==> src/rtl/count_up_timer.sv <==
// Count-up timer: latch a 4-bit target, count inc pulses up to it, flag done/full.
// Optional build macro COUNT_UP_TIMER_AUTO_RELOAD_EN makes the counter free-run with period = target.
module count_up_timer #(
    parameter int DATA_W = 4
) (
    input  logic              clock,
    input  logic              reset,
    input  logic [DATA_W-1:0] in,
    input  logic              latch,
    input  logic              inc,
    output logic [DATA_W-1:0] count,
    output logic              full,
    output logic              done,
    output logic              running
);

    typedef enum logic [1:0] {
        IDLE = 2'd0,
        RUN  = 2'd1,
        DONE = 2'd2
    } state_t;

    state_t            state_q, state_d;
    logic [DATA_W-1:0] count_q, count_d;
    logic [DATA_W-1:0] target_q, target_d;
    logic              done_q, done_d;

    // True when the increment about to be applied lands exactly on the target.
    function automatic logic hits_target(input logic [DATA_W-1:0] cnt,
                                         input logic [DATA_W-1:0] tgt);
        logic [DATA_W-1:0] nxt;
        nxt = cnt + DATA_W'(1);
        return (nxt == tgt);
    endfunction

    always_ff @(posedge clock) begin
        if (reset) begin
            state_q  <= IDLE;
            count_q  <= '0;
            target_q <= '0;
            done_q   <= 1'b0;
        end else begin
            state_q  <= state_d;
            count_q  <= count_d;
            target_q <= target_d;
            done_q   <= done_d;
        end
    end

    always_comb begin
        state_d  = state_q;
        count_d  = count_q;
        target_d = target_q;
        done_d   = 1'b0;
        if (latch) begin
            // Latch wins over inc; a zero target is already reached.
            target_d = in;
            count_d  = '0;
            if (in == '0) begin
                state_d = DONE;
                done_d  = 1'b1;
            end else begin
                state_d = RUN;
            end
        end else begin
            case (state_q)
                IDLE: count_d = '0;
                RUN: begin
                    if (inc) begin
                        if (hits_target(count_q, target_q)) begin
                            done_d = 1'b1;
`ifdef COUNT_UP_TIMER_AUTO_RELOAD_EN
                            count_d = '0;
`else
                            count_d = target_q;
                            state_d = DONE;
`endif
                        end else begin
                            count_d = count_q + DATA_W'(1);
                        end
                    end
                end
                DONE: ;
                default: begin
                    state_d = IDLE;
                    count_d = '0;
                end
            endcase
        end
    end

    always_comb begin
        count   = count_q;
        done    = done_q;
        full    = (state_q == DONE);
        running = (state_q == RUN);
    end

endmodule

==> config.mk <==
export PLATFORM = sky130hd
export DESIGN_NAME = count_up_timer
export DESIGN_NICKNAME = d
export VERILOG_FILES = /design/src/rtl/count_up_timer.sv
export SDC_FILE = /design/constraint.sdc
export NUM_CORES = 1
export LEC_CHECK = 0
export BUFFER_PORTS_ARGS = -buffer_cell sky130_fd_sc_hd__buf_4
export CAP_MARGIN = 30
export CELL_PAD_IN_SITES_DETAIL_PLACEMENT = 2
export CELL_PAD_IN_SITES_GLOBAL_PLACEMENT = 2
export CORE_MARGIN = 2
export CORE_UTILIZATION = 30
export CTS_CLUSTER_SIZE = 16
export DETAILED_ROUTE_END_ITERATION = 16
export GPL_ROUTABILITY_DRIVEN = 0
export GPL_TIMING_DRIVEN = 0
export PLACE_DENSITY = 0.83
export SKIP_LAST_GASP = 1
export SLEW_MARGIN = 40
export SYNTH_ARGS = -nofsm -noshare
export SYNTH_HDL_FRONTEND = slang
export SYNTH_SLANG_ARGS = --single-unit
==> constraint.sdc <==
create_clock -name clock -period 2.3 [get_ports clock]
set_input_delay 0.23 -clock clock [delete_from_list [all_inputs] [get_ports clock]]
set_output_delay 0.23 -clock clock [all_outputs]
set_load 0.005 [all_outputs]
==> flow_summary_export.csv, run 1 <==
group,metric,value,unit
floorplanning,start_util,0.313,
pwr,peakVddDrop,0.000295,V
critical_path,critPathLaunch,"count[0]",
sta,max_freq,637,MHz
critical_path,cp_data_required_time,2.50,ns
clocking,clock-root-buffer,"clkbuf_4",
final_layout,n_antenna_cell,0,
sta,setup_ws,0.730,ns
synth,synth_cell_types,26,
min_path,hold_path_class,"input pin to flop",
route,ant_nets,0,
pwr,clockPowerShare,0.354,
critical_path,worstPathMaxFanout,6,
sta,setup_viol,0,
min_path,hold_start,"reset",
route,wire_per_inst,14.7,µm
route,drtPass1Iterations,3,
clocking,cts_buffers,3,
final_layout,fin_area,674,µm²
final_layout,nFillCells,196,
placement,post-dp-hpwl,1090,µm
sta,final.setup.tns,0,ns
sta,clock_skew,0.000959,ns
synth,syn-num-nets,68,
synth,yosysSeqAreaShare,0.416,
flow_run,cap_violations,0,
global_routing,grt_antenna_before_repair,0,
global_routing,grt_pass1_wl,2280,µm
route,drc,0,
clocking,cts_setup_buffers,0,
sta,slew_violations,0,
synth,syn-cell-area,529,µm²
clocking,cts_tree,"yes",
sta,slew_headroom,0.678,
route,viasPerCell,5.19,
critical_path,critical_path_class,"flop to flop",
critical_path,r2r-start,"count[0]",
critical_path,start_kind,"flop",
clocking,postCtsResizedCells,0,
clocking,htree_levels,1,
sta,hold_viol,0,
final_layout,layout-drive-gt1-share,0.224,
route,wl,1360,µm
route,vias,483,
floorplanning,die_y,46,µm
clocking,clkTransAtPathRegs,0.07,ns
final_layout,nNetsFinal,86,
pwr,sw_frac_of_total,0.261,
pwr,seqPwrFrac,0.517,
pwr,p_comb_frac,0.129,
pwr,p_total,391,µW
placement,placed_area,648,µm²
clocking,cts_buffer_depth,2,
floorplanning,die_area,0.00212,mm²
floorplanning,rows,15,
floorplanning,io_pins,15,
route,drt_iter0_markers,2,
pwr,switchingPower,102,µW
sta,fin_crit_sh,0.683,
global_routing,track_usage,0.163,
sta,layout_min_cycle_time,1.57,ns
global_routing,grt_pass1_vias,501,
global_routing,grt_max_degree,10,
synth,ys_warn_count,0,
sta,worst-slew-pin-transition,0.484,ns
sta,rsz0062_at_grt,"false",
final_layout,mostFrequentLayoutCell,"buf_4",
clocking,cts_hold_buf,0,
pwr,leakage,0.296,nW
synth,ys_ff_latch,11,
final_layout,final_cell_mix,"13 x buf_4, 11 x dfxtp_1, 7 x nor2_1",
clocking,clk_latency,0.28,ns
final_layout,syn_to_final_growth,27.4,%
placement,dpl_worst_slack,0.754,ns
critical_path,crit_arrival,1.77,ns
final_layout,utilization,0.399,
synth,synth_cells,59,
clocking,clock_sinks,11,
floorplanning,chipWidth,46,µm
floorplanning,core_area,0.00169,mm²
synth,postSynthAreaPerCell,8.97,µm²
outcome,status,"completed",
placement,io_buffers,13,
global_routing,grt_overflow,0,
pwr,p_per_area,579,mW/mm²
pwr,p_int,289,µW
critical_path,critPathCaptureType,"flop",
-- kinds of logic after synthesis --
logic type / after synthesis / synth area share
and+or+nand+nor: 22 / 0.222
AOI/OAI and AO/OA: 11 / 0.135
adders and majority gates: 1 / 0.0236
muxes: 4 / 0.0757
xor gates and xnor gates: 6 / 0.0993
DFF: 11 / 0.416
buffers and inverters: 4 / 0.0284
-- layout make-up --
class | instances | area, µm² | area share
well taps | 17 | 21.3 | 0.0315
repair buffers | 13 | 97.6 | 0.145
multi-input cells | 44 | 294 | 0.436
plain buffers | 1 | 3.75 | 0.00557
clock buffers | 4 | 26.3 | 0.0390
flip-flops and latches | 11 | 220 | 0.327
inverters | 3 | 11.3 | 0.0167
-- cells in the mapped netlist, drive strengths merged --
| master | number | area, µm² |
|---|---|---|
| nor3 | 1 | 10.0 |
| nand4 | 1 | 6.26 |
| a31oi | 1 | 6.26 |
| xor2 | 2 | 17.5 |
| xnor2 | 4 | 35.0 |
| o21ai | 2 | 10.0 |
| ha | 1 | 12.5 |
| nand2b | 4 | 25.0 |
| nor2 | 7 | 26.3 |
| nand2 | 3 | 11.3 |
| or2 | 1 | 6.26 |
| nand3b | 1 | 7.51 |
| o211ai | 1 | 7.51 |
| nor4 | 1 | 6.26 |
| mux2i | 4 | 40.0 |
| a311oi | 1 | 8.76 |
| nor3b | 1 | 7.51 |
| a32oi | 1 | 8.76 |
| a21oi | 4 | 20.0 |
| or3 | 1 | 6.26 |
| inv | 3 | 11.3 |
| a311o | 1 | 10.0 |
| clkbuf | 1 | 3.75 |
| dfxtp | 11 | 220 |
| nand3 | 1 | 5.00 |
-- critical path, stage by stage, from the launching register on --
cell	delay [ns]
dfxtp_1	0.43
ha_1	0.30
xor2_1	0.18
nor3_2	0.07
a311o_1	0.35
a21oi_1	0.17
-- worst paths after layout --
check	endpoint	slack (ns)	cells after the start
worst max-delay path	state_q[0]	0.73	5
worst min-delay path	target_q[2]	0.16	2
worst max register to register	state_q[0]	0.73	5
worst min register to register	target_q[1]	0.53	2
-- sequential cells by signal, indices dropped and copies added (netlist names) --
signal and flops:
state_q 2, target_q 4, done 1, count 4
-- layer usage --
metal	track usage	up-vias	wire length, µm	share of wire
met3	0.0595	4	63	0.046
met5	0	-	0	0
met1	0.188	225	633	0.46
met4	0.120	0	28	0.021
met2	0.242	12	637	0.47
li1	-	242	-	-
-- stage by stage --
stage	std cells	hold WS (ns)
final	93	0.164
after global routing	93	0.154
after CTS	93	0.152
after detailed placement	89	0.463
after global placement	89	0.457
after floorplan	59	0.299
-- power by group through the flow --
stage               Sequential, mW  Combinational (mW)  Clock, mW
floorplan                    0.205              0.0287          0
global placement             0.206              0.0492          0
detailed placement           0.207              0.0512          0
CTS                          0.202              0.0515      0.149
global route                 0.203              0.0575      0.158
finish                       0.202              0.0503      0.138
(Power assumes the default switching activity.)
==> inputs of run 2 (changes only) <==
Settings changed: CORE_UTILIZATION 30 to 28, PLACE_DENSITY 0.83 to 0.79.
Clock period 2.3 ns to 1.55 ns, I/O delays scaled along.
==> run 2 against run 1 <==
Net effect: via count is 2.1% higher; clock-buffer cell count stayed put; global-route usage is 1.0 points lower; sequential power is 49% higher; non-clock buffer count stayed put; hold slack worse by 0.065 ns; combinational power is 55% higher; final cell count is 8.6% higher; first-iteration DRC count is 100% higher; worst setup slack worse by 0.62 ns; highest routed layer unchanged.
==> flow_summary_export.csv, run 2 (synthesized netlist as in run 1, its figures left out) <==
group,metric,value,unit
min_path,hold_path_end,"target_q[1]",
clocking,clock_sinks,11,
floorplanning,die_y,47.5,µm
sta,fin_crit_sh,0.926,
clocking,htree_levels,1,
global_routing,grt_overflow,0,
critical_path,r2r_slack,0.11,ns
sta,final.setup.tns,0,ns
global_routing,grt_max_degree,10,
floorplanning,core_area,0.00175,mm²
final_layout,nNetsFinal,86,
critical_path,r2r_cells,5,
clocking,clkTransAtPathRegs,0.07,ns
final_layout,fin_cells,101,
final_layout,final_cell_mix,"13 x buf_4, 10 x dfxtp_1, 7 x nor2_1",
placement,place_inst,97,
clocking,clock-root-buffer,"clkbuf_4",
final_layout,fin_area,706,µm²
floorplanning,rows,15,
route,vias,493,
sta,worst-slew-pin-transition,0.476,ns
critical_path,start_kind,"flop",
pwr,leakage,0.294,nW
floorplanning,io_pins,15,
placement,io_buffers,13,
pwr,p_per_area,823,mW/mm²
route,drt_iter0_markers,4,
critical_path,worstPathMaxFanout,4,
critical_path,cp_data_required_time,1.76,ns
floorplanning,die_area,0.00225,mm²
floorplanning,chipWidth,47.5,µm
final_layout,syn_to_final_growth,33.3,%
critical_path,critical_path_class,"flop to flop",
clocking,cts_hold_buf,0,
route,wire_per_inst,14.0,µm
sta,hold_viol,0,
critical_path,worstReg2RegEnd,"state_q[0]",
sta,layout_min_cycle_time,1.44,ns
route,drtPass1Iterations,4,
floorplanning,start_util,0.303,
sta,holdWs,0.0987,ns
route,wl,1410,µm
sta,clock_skew,0.00121,ns
clocking,cts_buffer_depth,2,
clocking,postCtsResizedCells,1,
final_layout,mostFrequentLayoutCell,"buf_4",
outcome,status,"completed",
placement,placed_area,658,µm²
critical_path,critPathCaptureType,"flop",
min_path,hold_start,"reset",
route,ant_nets,0,
global_routing,grt_pass1_vias,489,
clocking,cts_tree,"yes",
pwr,peakVddDrop,0.000368,V
min_path,hold_path_class,"input pin to flop",
global_routing,track_usage,0.153,
global_routing,grt_antenna_before_repair,0,
global_routing,grt_pass1_wl,2300,µm
placement,post-dp-hpwl,1020,µm
final_layout,n_antenna_cell,0,
clocking,cts_setup_buffers,0,
sta,setup_viol,0,
clocking,clk_latency,0.27,ns
flow_run,cap_violations,0,
min_path,worstHoldPathCells,2,
route,viasPerCell,4.88,
critical_path,r2r-start,"count[1]",
route,drc,0,
critical_path,crit_arrival,1.64,ns
clocking,cts_buffers,3,
sta,slew_violations,0,
sta,slew_headroom,0.683,
sta,max_freq,697,MHz
final_layout,layout-drive-gt1-share,0.263,
## run 2: cell counts in the layout (fill, tap and decap cells not counted)
No cell type changed its count.
## run 2: layout make-up
type	count	area, µm²
repair buffers	13	97.6
multi-input cells	44	314
well taps	25	31.3
clock buffers	4	26.3
fillers	204	1040
plain buffers	1	3.75
inverters	3	11.3
flip-flops and latches	11	221
## run 2: report_power, final
part           leakage (nW)  internal, mW  switching, mW
registers            0.0904         0.293        0.00775
clock network        0.0150        0.0997          0.102
logic                 0.188        0.0367         0.0411
total                 0.294         0.429          0.151
## run 2: worst max-delay path by stage
stage | slack [ns] | startpoint | endpoint
after detailed placement | 0.03 | count[0] | state_q[0]
after global routing | -0.006 | count[1] | state_q[0]
after floorplan | 0.13 | count[0] | state_q[0]
after global placement | 0.05 | count[0] | state_q[0]
final | 0.11 | count[1] | state_q[0]
after CTS | 0.05 | count[0] | state_q[0]
## run 2: critical path, cell delays in order (launching register included)
cell and delay [ns]:
dfxtp_1 0.37, ha_4 0.30, xor2_2 0.14, nor3_2 0.06, a311o_1 0.35, a21oi_1 0.15
## run 2: through the flow
step,total power [mW],setup slack (ns),util
2_1_floorplan,0.347,0.133,-
4_1_cts,0.592,0.0549,0.393
6_report,0.580,0.114,0.404
5_1_grt,0.615,-0.00644,0.404
3_3_place_gp,0.380,0.0476,0.377
3_5_place_dp,0.382,0.0266,0.377
## run 2: metal layers
layer  GRT usage  up-vias  wire [µm]
met5           0        -          0
met4       0.117        0         38
met3      0.0226        4         46
met2       0.238        9        640
met1       0.188      239        684
li1            -      241          -
==> inputs of run 3 (changes only) <==
Settings changed: CELL_PAD_IN_SITES_DETAIL_PLACEMENT 2 to unset, CELL_PAD_IN_SITES_GLOBAL_PLACEMENT 2 to unset, CORE_AREA set to 2 2 39 41, CORE_MARGIN 2 to unset, CORE_UTILIZATION 28 to unset, DIE_AREA set to 0 0 41 43, PLACE_DENSITY 0.79 to 0.69, REMOVE_ABC_BUFFERS set to 1.
==> run 3 against run 2 <==
Net effect: sequential share of layout area increased by 0.92 points; clock power about the same; first-iteration DRC count decreased by 100%; final cell count decreased by 8.9%; clock-buffer cell count unchanged; utilization increased by 9.1 points.
==> flow_summary_export.csv, run 3 (synthesized netlist as in run 1, its figures left out) <==
group,metric,value,unit
sta,setup_viol,0,
sta,slew_headroom,0.789,
sta,setup_ws,0.0833,ns
final_layout,final_cell_mix,"14 x buf_4, 10 x dfxtp_1, 7 x nor2_1",
pwr,p_per_area,838,mW/mm²
final_layout,syn_to_final_growth,29.6,%
floorplanning,rows,14,
pwr,clockPowerShare,0.352,
sta,fin_crit_sh,0.946,
clocking,cts_hold_buf,0,
critical_path,critPathCaptureType,"flop",
global_routing,grt_pass1_vias,416,
placement,post-dp-hpwl,796,µm
clocking,clkTransAtPathRegs,0.07,ns
min_path,hold_path_class,"input pin to flop",
critical_path,critical_path_class,"flop to flop",
floorplanning,io_pins,15,
placement,place_inst,88,
critical_path,worstPathMaxFanout,6,
final_layout,layout-drive-gt1-share,0.263,
route,drc,0,
clocking,cts_buffer_depth,2,
clocking,clock-root-buffer,"clkbuf_4",
final_layout,fin_cells,92,
sta,final.setup.tns,0,ns
pwr,p_int,429,µW
sta,hold_viol,0,
critical_path,cp_data_required_time,1.76,ns
pwr,p_total,574,µW
pwr,sw_frac_of_total,0.253,
sta,clock_skew,0.00110,ns
pwr,peakVddDrop,0.000404,V
floorplanning,core_area,0.00138,mm²
clocking,postCtsResizedCells,0,
global_routing,track_usage,0.147,
route,ant_nets,0,
clocking,clk_latency,0.27,ns
flow_run,cap_violations,0,
global_routing,grt_max_degree,10,
sta,layout_min_cycle_time,1.47,ns
route,drt_iter0_markers,0,
sta,rsz0062_at_grt,"false",
route,drtPass1Iterations,1,
pwr,p_comb_frac,0.126,
clocking,cts_tree,"yes",
pwr,switchingPower,145,µW
placement,io_buffers,14,
floorplanning,start_util,0.382,
sta,max_freq,682,MHz
placement,dpl_worst_slack,0.0552,ns
final_layout,n_antenna_cell,0,
sta,slew_violations,0,
pwr,leakage,0.300,nW
final_layout,fin_area,686,µm²
route,vias,478,
placement,placed_area,651,µm²
floorplanning,die_y,43,µm
route,viasPerCell,5.20,
critical_path,crit_arrival,1.68,ns
global_routing,grt_overflow,0,
critical_path,start_kind,"flop",
floorplanning,die_area,0.00176,mm²
route,wl,1040,µm
clocking,clock_sinks,11,
final_layout,utilization,0.495,
route,wire_per_inst,11.3,µm
pwr,seqPwrFrac,0.522,
clocking,cts_setup_buffers,0,
final_layout,nNetsFinal,86,
clocking,htree_levels,1,
floorplanning,chipWidth,41,µm
outcome,status,"completed",
sta,holdWs,0.0941,ns
clocking,cts_buffers,3,
final_layout,mostFrequentLayoutCell,"buf_4",
global_routing,grt_antenna_before_repair,0,
sta,worst-slew-pin-transition,0.313,ns
global_routing,grt_pass1_wl,1700,µm
[run 3: worst max-delay path, stage by stage (launching register included)]
cell and delay (ns):
dfxtp_2 0.35, ha_1 0.33, xor2_1 0.17, nor3_2 0.07, a311o_1 0.35, a21oi_1 0.13
[run 3: final cells by class]
type,count,area (µm²)
multi-input combinational,44,302
timing repair buffer,14,105
clock buffer,4,26.3
fill,148,698
inverter,3,11.3
sequential,11,221
tap,16,20.0
[run 3: power groups by stage]
stage / Combinational, mW / Sequential (mW) / Clock, mW
3_3_place_gp: 0.0721 / 0.306 / 0
5_1_grt: 0.0815 / 0.300 / 0.221
6_report: 0.0725 / 0.300 / 0.202
2_1_floorplan: 0.0391 / 0.305 / 0
4_1_cts: 0.0730 / 0.299 / 0.211
3_5_place_dp: 0.0730 / 0.306 / 0
[run 3: worst paths after layout]
kind	from	endpoint	slack, ns	cells after the start
max	count[0]	state_q[0]	0.08	5
min	reset	state_q[0]	0.09	2
max reg2reg	count[0]	state_q[0]	0.08	5
min reg2reg	count[0]	count[0]	0.50	2
[run 3: layer usage]
| metal | global-route usage | share of wire | vias up |
|---|---|---|---|
| li1 | - | - | 240 |
| met1 | 0.186 | 0.47 | 222 |
| met2 | 0.194 | 0.45 | 12 |
| met3 | 0.0471 | 0.047 | 4 |
| met4 | 0.120 | 0.030 | 0 |
| met5 | 0 | 0 | - |
